File: src/rtl/pb_sweep_ctrl.sv
// Push-button sweep sequencer: walks a one-hot position 0..15 on a divided hz100 tick.
// Latency: a button edge takes effect at the 2nd hz100 edge after it is first sampled; outputs are registered decodes.
// Backpressure: none; each rising button level is one event, and holding or releasing a button does nothing more.
//
// Ports:
//   hz100      - 100 Hz board clock, all state updates on its rising edge
//   reset      - asynchronous active-low reset (IDLE, pos=0, dir=up)
//   btn_start  - raw button: start from IDLE / resume from HOLD
//   btn_stop   - raw button: RUN -> HOLD, HOLD -> IDLE (pos kept)
//   btn_dir    - raw button: toggle sweep direction
//   btn_clear  - raw button: back to IDLE, pos=0, dir=up
//   level      - one-hot position to the bargraph (bit[pos] set)
//   sel        - pos[2:0] to the 3-to-8 decimal-point decoder
//   running    - high while sweeping
//   dir        - 1 = increasing pos, 0 = decreasing
//
// Build option: define WRAP_MODE_EN to wrap 15<->0 instead of bouncing at the ends.

module pb_sweep_ctrl #(
  parameter int TICK_DIV = 25
) (
  input  logic        hz100,
  input  logic        reset,
  input  logic        btn_start,
  input  logic        btn_stop,
  input  logic        btn_dir,
  input  logic        btn_clear,
  output logic [15:0] level,
  output logic [2:0]  sel,
  output logic        running,
  output logic        dir
);

  localparam int CW = (TICK_DIV > 1) ? $clog2(TICK_DIV) : 1;
  localparam logic [CW-1:0] CNT_LAST = CW'(TICK_DIV - 1);

  typedef enum logic [1:0] {
    IDLE = 2'd0,
    RUN  = 2'd1,
    HOLD = 2'd2
  } state_t;

  state_t        state, state_nx;
  logic [3:0]    pos, pos_nx;
  logic          dir_nx;
  logic          dir_t;
  logic [CW-1:0] cnt, cnt_nx;

  // Button vector order: {clear, dir, stop, start}
  logic [3:0] btn_raw;
  logic [3:0] sync1, sync2, sync3;
  logic [3:0] ev;
  logic       ev_start, ev_stop, ev_dir, ev_clear;

  assign btn_raw = {btn_clear, btn_dir, btn_stop, btn_start};

  // Two flops for metastability, third flop to find the rising edge.
  always_ff @(posedge hz100 or negedge reset) begin
    if (!reset) begin
      sync1 <= '0;
      sync2 <= '0;
      sync3 <= '0;
    end else begin
      sync1 <= btn_raw;
      sync2 <= sync1;
      sync3 <= sync2;
    end
  end

  assign ev       = sync2 & ~sync3;
  assign ev_start = ev[0];
  assign ev_stop  = ev[1];
  assign ev_dir   = ev[2];
  assign ev_clear = ev[3];

  always_ff @(posedge hz100 or negedge reset) begin
    if (!reset) begin
      state <= IDLE;
      pos   <= '0;
      dir   <= 1'b1;
      cnt   <= '0;
    end else begin
      state <= state_nx;
      pos   <= pos_nx;
      dir   <= dir_nx;
      cnt   <= cnt_nx;
    end
  end

  always_comb begin
    state_nx = state;
    pos_nx   = pos;
    dir_nx   = dir;
    cnt_nx   = cnt;
    // A direction event lands before any step in the same cycle, so the
    // step moves the new way and the end-of-range rule sees the new dir.
    dir_t    = dir ^ ev_dir;

    if (ev_clear) begin
      state_nx = IDLE;
      pos_nx   = '0;
      dir_nx   = 1'b1;
      cnt_nx   = '0;
    end else begin
      dir_nx = dir_t;
      case (state)
        IDLE: begin
          if (ev_start && !ev_stop) begin
            state_nx = RUN;
            cnt_nx   = '0;
          end
        end
        RUN: begin
          if (ev_stop) begin
            // Stop beats a coincident step: cnt stays where it is.
            state_nx = HOLD;
          end else if (cnt == CNT_LAST) begin
            cnt_nx = '0;
`ifdef WRAP_MODE_EN
            pos_nx = dir_t ? pos + 4'd1 : pos - 4'd1;
`else
            if (dir_t) begin
              if (pos == 4'd15) begin
                pos_nx = 4'd14;
                dir_nx = 1'b0;
              end else begin
                pos_nx = pos + 4'd1;
              end
            end else begin
              if (pos == 4'd0) begin
                pos_nx = 4'd1;
                dir_nx = 1'b1;
              end else begin
                pos_nx = pos - 4'd1;
              end
            end
`endif
          end else begin
            cnt_nx = cnt + CW'(1);
          end
        end
        HOLD: begin
          if (ev_stop) begin
            state_nx = IDLE;
            cnt_nx   = '0;
          end else if (ev_start) begin
            state_nx = RUN;
          end
        end
        default: begin
          state_nx = IDLE;
        end
      endcase
    end
  end

  assign level   = 16'd1 << pos;
  assign sel     = pos[2:0];
  assign running = (state == RUN);

endmodule

File: config.mk
export PLATFORM = sky130hd
export DESIGN_NAME = pb_sweep_ctrl
export DESIGN_NICKNAME = d
export VERILOG_FILES = /design/src/rtl/pb_sweep_ctrl.sv
export SDC_FILE = /design/constraint.sdc
export NUM_CORES = 1
export LEC_CHECK = 0
export ABC_CLOCK_PERIOD_IN_PS = 2000
export CELL_PAD_IN_SITES_DETAIL_PLACEMENT = 0
export CELL_PAD_IN_SITES_GLOBAL_PLACEMENT = 1
export CORE_ASPECT_RATIO = 0.5
export CORE_MARGIN = 3
export CORE_UTILIZATION = 38
export CTS_CLUSTER_SIZE = 25
export DETAILED_ROUTE_END_ITERATION = 8
export GPL_TIMING_DRIVEN = 0
export PLACE_DENSITY_LB_ADDON = 0.2
export SLEW_MARGIN = 25
export SYNTH_ARGS = -nofsm -noshare
export SYNTH_HDL_FRONTEND = slang
export SYNTH_SLANG_ARGS = --single-unit
File: constraint.sdc
create_clock -name hz100 -period 2 [get_ports hz100]
set_input_delay 0.4 -clock hz100 [delete_from_list [all_inputs] [get_ports hz100]]
set_output_delay 0.4 -clock hz100 [all_outputs]
set_load 0.01 [all_outputs]
### Yosys cells after proc, flatten, opt, wreduce, memory -nomap -nowiden

Cells that the tools add are included.

* reductions and logical operators: 10
* mux-type cells: 26
* add/subtract/negate cells: 3
* shift operators: 1
* bitwise gates (word level): 3
* equal/unequal tests: 10

Operators with widths (count)
* $mux W4: 7
* $mux W5: 5
* $shl A1 B4 Y16 const A: 1
* $pmux W5 S3: 1
* $mux W2: 5
* $mux W1: 7
* $ne A3 B3 Y1 const B: 2
* $pmux W2 S3: 1
* $reduce_and A3 Y1: 2
* $add A5 B1 Y5 const B: 1
* $eq A5 B5 Y1 const B: 1
* $add A4 B1 Y4 const B: 1
* $and A4 B4 Y4: 1
* $eq A4 B4 Y1 const B: 1
* $logic_not A4 Y1: 1
* $ne A4 B4 Y1 const B: 1
* $not A4 Y4: 1
* $reduce_and A4 Y1: 1
* $reduce_bool A2 Y1: 2
* $reduce_bool A4 Y1: 1
* $sub A4 B1 Y4 const B: 1
* $ne A3 B1 Y1 const B: 1
* $ne A3 B2 Y1 const B: 1
* $eq A2 B1 Y1 const B: 1
* 6 further kinds: 6

* input port bits: 6
* output and inout bits: 21
* register bits: 24

### Longest topological paths before layout

Gate-level depths: netlist (run 1).

* depth in word-level cells: 8
* depth in mapped cells: 7
* gate-level depth less buffers: 7

### Worst setup path after synthesis (run 1)

Ideal clock, no wire load.

* kind: flip-flop to flip-flop
* start: register sync2[1]
* end: register cnt[3]
* arrival time: 1.464 ns
* required time: 1.920 ns
* clock period less this slack: 1.544 ns
* setup slack: 0.456 ns
* cell stages (with the launch flop): 6
* path through: dfrtp_1 nor2b_4 buf_6 o31a_1 or4_4 o211ai_2

* longest elaborated chain between the ends: 5
* elaborated cells on any way between the ends: 7
* classes of those cells: eq/ne: 3; bitwise: 1; reduce/logical: 3

RTL lines
* start: declaration: RTL line 51 `logic [3:0] sync1, sync2, sync3;`
* start signal: assignment: RTL line 65 `sync2 <= sync1;`
* $and A4 B4 Y4 (*): RTL line 70 `assign ev = sync2 & ~sync3;`
* $logic_not A1 Y1: RTL line 108 `if (ev_start && !ev_stop) begin`
* $logic_and A1 B1 Y1: RTL line 108
* $ne A3 B3 Y1 (no line)
* $reduce_and A4 Y1 (no line) (*)
* end signal: assignment: RTL line 86 `cnt <= cnt_nx;`
* end: declaration: RTL line 47 `logic [CW-1:0] cnt, cnt_nx;`

Mark *: on every way between the ends. The rest lies on a longest branch, timed or not.
A chain may end at the register's enable or synchronous reset.

### Worst setup path in the final report (run 1)

* start: register state[1]
* end: output port running

* longest elaborated chain between the ends: 1

RTL lines
* start: declaration: RTL line 43 `state_t state, state_nx;`
* start signal: assignment: RTL line 83 `state <= state_nx;`
* $eq A2 B1 Y1: RTL line 159 `assign running = (state == RUN);`
* end: declaration: RTL line 30 `output logic running,`

Every way passes these cells.

==> results of run 1 <==
-- worst reg2reg max path: cells and delay by family, from the launching register on --
kind	cells	cell delay, ns
flip-flops	1	0.43
AO/OA/AOI/OAI	3	0.38
multiplexers	1	0.35
buffers and inverters	2	0.31
AND/OR/NAND/NOR	1	0.14
-- worst min-delay path by stage --
stage / from / end / slack [ns] / depth (start not counted)
after detailed placement: sync1[1]$_DFF_PN0_ / sync2[1]$_DFF_PN0_ / 0.34 / 0
after CTS: reset / cnt[2]$_DFFE_PN0P_ / 0.12 / 1
after floorplan: reset / cnt[0]$_DFFE_PN0P_ / 0.10 / 0
final: reset / cnt[2]$_DFFE_PN0P_ / 0.11 / 1
after global placement: sync1[1]$_DFF_PN0_ / sync2[1]$_DFF_PN0_ / 0.33 / 0
after global routing: reset / cnt[2]$_DFFE_PN0P_ / 0.12 / 1
-- Yosys cell counts, drive strengths merged, types with 5 or more instances --
library cell,number
inv,8
nor2,7
dfrtp,23
nand2b,5
ha,9
and2,11
nand3,6
nor2b,8
nand2,8
o21ai,9
-- registers in the layout, summed over array words and instances (netlist names) --
name / count
cnt: 5
pos: 4
sync1: 4
sync2: 4
sync3: 4
state: 2
dir: 1
-- per-layer routing --
metal  vias up  wire length (µm)  GRT usage [%]
li1        524                 -              -
met1       483              1230           16.6
met2        27              1140           22.1
met3         0               152           4.12
met4         0                 0           3.31
met5         -                 0              0
-- power groups by stage --
stage                     Sequential (mW)  Clock (mW)  Combinational [mW]
after floorplan                     0.539           0              0.0738
after global placement              0.538           0               0.124
after detailed placement            0.539           0               0.124
after CTS                           0.529       0.336               0.125
after global routing                0.532       0.363               0.147
final                               0.529       0.316               0.131
-- kinds of logic (layout without fill, tap and decap cells) --
family	Yosys count	after routing	share of synthesized area [%]
AO/OA/AOI/OAI	25	25	12.2
multiplexers	1	1	0.863
flip-flops	24	24	46.1
AND/OR/NAND/NOR	58	58	25.5
XOR/XNOR	1	1	1.25
adder cells (fa/ha/maj)	9	9	8.63
buffers and inverters	14	53	5.47
-- final cells by class --
| type | count | area (µm²) | area share (%) |
|---|---|---|---|
| plain buffers | 6 | 55.1 | 3.12 |
| repair buffers | 35 | 290 | 16.5 |
| clock buffers | 4 | 55.1 | 3.12 |
| inverters | 8 | 30.0 | 1.70 |
| flip-flops and latches | 24 | 606 | 34.4 |
| well taps | 40 | 50.0 | 2.84 |
| multi-input cells | 94 | 676 | 38.4 |
-- layout by cell type (no fill, tap or decap), types with 6 or more instances in the layout --
cell type	netlist	routed
nand3_1	6	6
o21ai_0	9	9
nor2b_1	7	6
dfrtp_1	23	20
and2_1	11	11
nand2_1	8	8
buf_4	3	12
dlygate4sd2_1	0	12
clkdlybuf4s50_1	0	8
-- stage by stage --
| stage | setup WS [ns] | TNS [ns] |
|---|---|---|
| after floorplan | 0.456 | 0 |
| after global placement | -0.0959 | -0.485 |
| after detailed placement | -0.119 | -0.582 |
| after CTS | 0.00372 | 0 |
| after global routing | 0.0355 | 0 |
| final | 0.106 | 0 |
-- repair_timing --
item,in CTS,in global routing
buffers inserted,7,2
endpoints found under the hold margin,0,0
pin swaps,0,0
gates cloned,0,0
gates resized for setup,40,7
setup endpoints to repair,17,7
==> impl_results.md, run 1 <==
- Status: completed
- Synth Flop Type: dfrtp_1
- Aggregate routed wire length: 2520 µm
- Slew HR: 64.9%
- Crit end category: primary output
- Number of cells on the critical path: 3
- Net switching power: 0.227 mW
- Crit-path max FO: 4
- GR Overflow Total: 0
- Final Power: 0.976 mW
- Layout filler cell count: 297
- Worst vdd ir: 0.535 mV
- Syn_area_per_cell: 9.89 µm²
- Pleak: 0.866 nW
- Worst hold path class: in2async
- Vias: 1034
- Cell Pwr Density: 554 nW/µm²
- CTS tree: yes
- Worst skew pair latency: 0.26 ns
- Drt drc: 0
- Setup crit end: running
- Final setup fails: 0
- Count of cell types in the netlist: 35
- Required time worst endpoint: 1.60 ns
- Initial Utilization: 41.6%
- Synth async-reset ratio: 100%
- Post-DP HPWL: 1790 µm
- RSZ-0062 raised after global routing: no
- Final antenna-violating net count: 0
- Number of port buffers: 26
- Critical path type: reg2out
- Sequential share of the synthesized area: 46.1%
- Slew Limit Fails: 0
- Worst Setup SP: state[1]$_DFFE_PN0P_
- Die height: 47.4 µm
- Reg2reg end: pos[3]$_DFFE_PN0P_
- Number of DRC markers in iteration 0: 63
- Die area: 4220 µm²
- DP Area: 1610 µm²
- FMAX: 528 MHz
- Top-area cell type share of the netlist area: 44.1%
- Largest net degree at the start of global routing: 25
- CP Cell Sequence: nand2b_1 > inv_2 > clkdlybuf4s50_1
- Root Buffer: clkbuf_8
- Placed cells: 198
- WP buf/inv: 2
- Switch share: 23.3%
- Drt pass-1 iters: 4
- Crit-path leading delay family: buffers and inverters
- Final cell count without fillers: 211
- Ys Warns: 0
- Power share of the clock group: 32.4%
- Global-route wire length before repair: 4150 µm
- Crit path time final: 1.89 ns
- Wire length per cell: 12.0 µm
- Drt via density: 4.90
- Initial antenna violation count: 0
- Mapped Cells: 132
- Reg power frac: 54.2%
- Min Hold Slack: 0.108 ns
- Clock sinks: 24
- Core Area: 3140 µm²
- H-tree levels: 1
- Post-layout util: 56.2%
- Combinational share of power: 13.4%
- Register bit total from synthesis: 24
- Clk buf depth: 2
- Top-Level Pins: 27
- Die Wd: 88.9 µm
- Ranking of synthesized cells by area: dfrtp_1 44%, ha_1 8.6%, and2_1 5.3%, o21ai_0 3.5%, nor2b_1 3.4%
- Slowest CP cell: clkdlybuf4s50_1
- Worst R2R Start: pos[0]$_DFFE_PN0P_
- Crit-path max cell delay: 0.53 ns
- Final Hold Viols: 0
- Gpl congestion: 0.746
- Post-CTS Hold Fix Bufs: 0
- Row count: 14
- Layout area overhead: 35.0%
- Vias in the first global route: 924
- N_diodes: 0
- Cts bufs inserted: 3
- Post-route cell area: 1760 µm²
- Layout cells sized above 1: 25.7%
- Max Cap Viol: 0
- Pint: 0.748 mW
- Nets: 187
- Critical Path AT: 1.49 ns
- Worst-path clk slew: 0.08 ns
- Syn Nets: 147
- Worst setup SP type: register
- Reg2reg setup slack: 0.28 ns
- Synth area leader: dfrtp_1
- Aggregate global-route resource usage: 13.0%
- Clock skew: 0.00467 ns
- Cells on worst reg2reg path: 7
- Worst-margin pin slew: 0.527 ns
- Cell Area, Synth: 1310 µm²
- Post-synth EDFFs: 0
- Fin crit share: 94.7%
No activity file was read; power rests on OpenSTA's default activity.
==> run 2: changes to the inputs <==
--- a/config.mk
+++ b/config.mk
@@ -11,6 +11,7 @@
 export CORE_ASPECT_RATIO = 0.5
 export CORE_MARGIN = 3
 export CORE_UTILIZATION = 38
+export CTS_CLUSTER_DIAMETER = 80
 export CTS_CLUSTER_SIZE = 25
 export DETAILED_ROUTE_END_ITERATION = 8
 export GPL_TIMING_DRIVEN = 0
@@ -19,3 +20,4 @@
 export SYNTH_ARGS = -nofsm -noshare
 export SYNTH_HDL_FRONTEND = slang
 export SYNTH_SLANG_ARGS = --single-unit
+export TNS_END_PERCENT = 5
==> run 2 against run 1 <==
- the flow now finishes with violations (negative setup slack)
- combinational power shrank 7%
- first-iteration DRC count grew 24%
- non-clock buffer count shrank 7
- critical path depth grew 1
- cell area shrank 1.3%
==> impl_results.md, run 2 (synthesized netlist as in run 1, its figures left out) <==
- Vias in the first global route: 874 (-5.4%)
- Final Power: 0.966 mW (-0.94%)
- Flip-flop count of the largest register after layout: 5 (unchanged)
- Drt drc: 0 (unchanged)
- Aggregate routed wire length: 2370 µm (-5.9%)
- Worst skew pair latency: 0.26 ns (about the same)
- Core Area: 3140 µm² (unchanged)
- Layout area overhead: 33.2%
- Power share of the clock group: 32.7% (+0.3 points)
- Number of port buffers: 26 (unchanged)
- Fin crit share: 106% (+11 points)
- CTS tree: yes
- Critical Path AT: 1.71 ns (+0.22 ns)
- Net switching power: 0.224 mW (-1.4%)
- Vias: 1004 (-2.9%)
- Global-route wire length before repair: 3960 µm (-4.6%)
- Crit-path max cell delay: 0.47 ns (-0.06 ns)
- Reg power frac: 54.7% (+0.5 points)
- Combinational share of power: 12.6% (-0.8 points)
- Worst R2R Start: cnt[0]$_DFFE_PN0P_
- Initial antenna violation count: 0 (unchanged)
- Worst vdd ir: 0.535 mV (-0.14%)
- Clock sinks: 24 (unchanged)
- Switch share: 23.2% (-0.098 points)
- Worst hold path class: in2async
- Worst setup SP type: register
- Post-CTS Hold Fix Bufs: 0 (unchanged)
- Top-Level Pins: 27 (unchanged)
- Aggregate global-route resource usage: 12.4% (-0.57 points)
- Reg2reg setup slack: 0.31 ns (+0.03 ns)
- Most common cell after layout, fill and taps aside: dfrtp_1
- Root Buffer: clkbuf_8
- Largest net degree at the start of global routing: 25 (unchanged)
- Row count: 14 (unchanged)
- Worst-margin pin slew: 0.523 ns (-0.00403 ns)
- Cell Pwr Density: 556 nW/µm² (+0.42%)
- Commonest non-fill, non-tap cells in the layout: 21 x dfrtp_1, 11 x and2_1, 10 x clkdlybuf4s50_1, 9 x o21ai_0
- N_diodes: 0 (unchanged)
- Layout cells sized above 1: 20.1% (-5.6 points)
- Layout filler cell count: 293 (-1.3%)
- Setup ws final: -0.110 ns (-0.216 ns)
- Gpl congestion: 0.746 (unchanged)
- Max Cap Viol: 0 (unchanged)
- Failing checks: negative setup slack
- Die Wd: 88.9 µm (unchanged)
- FMAX: 474 MHz (-10%)
- Final antenna-violating net count: 0 (unchanged)
- Clock skew: 0.00476 ns (+0.0000884 ns)
- Worst Setup SP: pos[0]$_DFFE_PN0P_
- Crit end category: primary output
- Number of DRC markers in iteration 0: 78 (+24%)
- Nets: 180 (-3.7%)
- Clk buf depth: 2 (unchanged)
- Pleak: 0.911 nW (+5.2%)
- Die area: 4220 µm² (unchanged)
- Cts bufs inserted: 3 (unchanged)
- Most flops, register: cnt
- Slew Limit Fails: 0 (unchanged)
- Final Hold Viols: 0 (unchanged)
- RSZ-0062 raised after global routing: yes
- Crit-path max FO: 4 (unchanged)
- Initial Utilization: 41.6% (unchanged)
- Drt via density: 4.92 (+0.43%)
- Drt pass-1 iters: 4 (unchanged)
- Critical path type: reg2out
- Crit path time final: 2.11 ns (+0.216 ns)
- WP buf/inv: 1 (-1)
- Wire length per cell: 11.6 µm (-2.7%)
- Die height: 47.4 µm (unchanged)
- H-tree levels: 1 (unchanged)
- Post-layout util: 55.4% (-0.76 points)
- Required time worst endpoint: 1.60 ns (about the same)
- Pint: 0.742 mW (-0.81%)
- Crit-path leading delay family: buffers and inverters
- Post-DP HPWL: 1790 µm (unchanged)
- Final setup fails: 2 (+2)
- CP Cell Sequence: ha_2 > ha_1 > and2_1 > clkdlybuf4s50_1
- GR Overflow Total: 0 (unchanged)
- Slew HR: 65.1% (+0.27 points)
- Status: complete, but fails checks
- Slowest CP cell: clkdlybuf4s50_1
- Worst-path clk slew: 0.08 ns (about the same)
## run 2: cell types whose count changed in the layout (fill, tap and decap cells not counted)
cell / delta
clkdlybuf4s50_1: +2
ha_2: +1
dlygate4sd2_1: -6
buf_4: -7
dfrtp_2: -1
clkbuf_2: -2
ha_4: -1
dlymetal6s2s_1: +7
dfrtp_1: +1
buf_2: -1
## run 2: cell type report
| class | count | area [µm²] | share of cell area (%) |
|---|---|---|---|
| inverter | 8 | 30.0 | 1.73 |
| tap | 40 | 50.0 | 2.88 |
| sequential | 24 | 604 | 34.8 |
| buffer | 6 | 55.1 | 3.17 |
| clock buffer | 4 | 55.1 | 3.17 |
| multi-input combinational | 94 | 666 | 38.3 |
| timing repair buffer | 28 | 278 | 16.0 |
## run 2: layer usage
metal | GRT usage [%] | up-vias | share of wire [%]
met5 | 0 | - | 0
met1 | 16.1 | 463 | 49
met4 | 2.71 | 0 | 0
met3 | 4.12 | 0 | 7.1
li1 | - | 516 | -
met2 | 20.9 | 25 | 44
## run 2: worst register-to-register path, cell delays in order (launching register included)
cell and delay (ns):
dfrtp_1 0.42, inv_1 0.07, ha_1 0.15, nand4b_1 0.17
nor4_2 0.29, o21ai_0 0.18, a211oi_1 0.24, a21o_1 0.12
## run 2: per-stage QoR
| stage | cell area (µm²) | hold WS, ns | worst slack, ns | cells | TNS (ns) |
|---|---|---|---|---|---|
| after global placement | 1620 | 0.333 | -0.0959 | 198 | -0.485 |
| after detailed placement | 1610 | 0.338 | -0.119 | 198 | -0.582 |
| after floorplan | 1310 | 0.104 | 0.456 | 132 | 0 |
| after CTS | 1700 | 0.123 | -0.181 | 203 | -1.17 |
| final | 1740 | 0.106 | -0.110 | 204 | -0.192 |
| after global routing | 1740 | 0.125 | -0.208 | 204 | -0.425 |
## run 2: what timing repair did
action | in CTS | in global routing
setup endpoints to repair | 17 | 13
gates resized for setup | 23 | 13
pin swaps | 0 | 0
buffers inserted | 1 | 1
## run 2: path summary, 6_finish.rpt
| path | to | depth (start not counted) |
|---|---|---|
| setup / recovery | level[15] | 4 |
| setup reg to reg | pos[2]$_DFFE_PN0P_ | 7 |
| hold / removal | cnt[2]$_DFFE_PN0P_ | 1 |
| min in group hz100 | sync2[1]$_DFF_PN0_ | 0 |
| max in group asynchronous | pos[1]$_DFFE_PN0P_ | 1 |
| hold reg to reg | sync2[1]$_DFF_PN0_ | 0 |
## run 2: power by group through the flow
stage | clock [mW] | sequential, mW | combinational, mW
after floorplan | 0 | 0.539 | 0.0738
after global placement | 0 | 0.538 | 0.124
after detailed placement | 0 | 0.539 | 0.124
after CTS | 0.336 | 0.529 | 0.125
after global routing | 0.363 | 0.532 | 0.138
final | 0.316 | 0.529 | 0.122
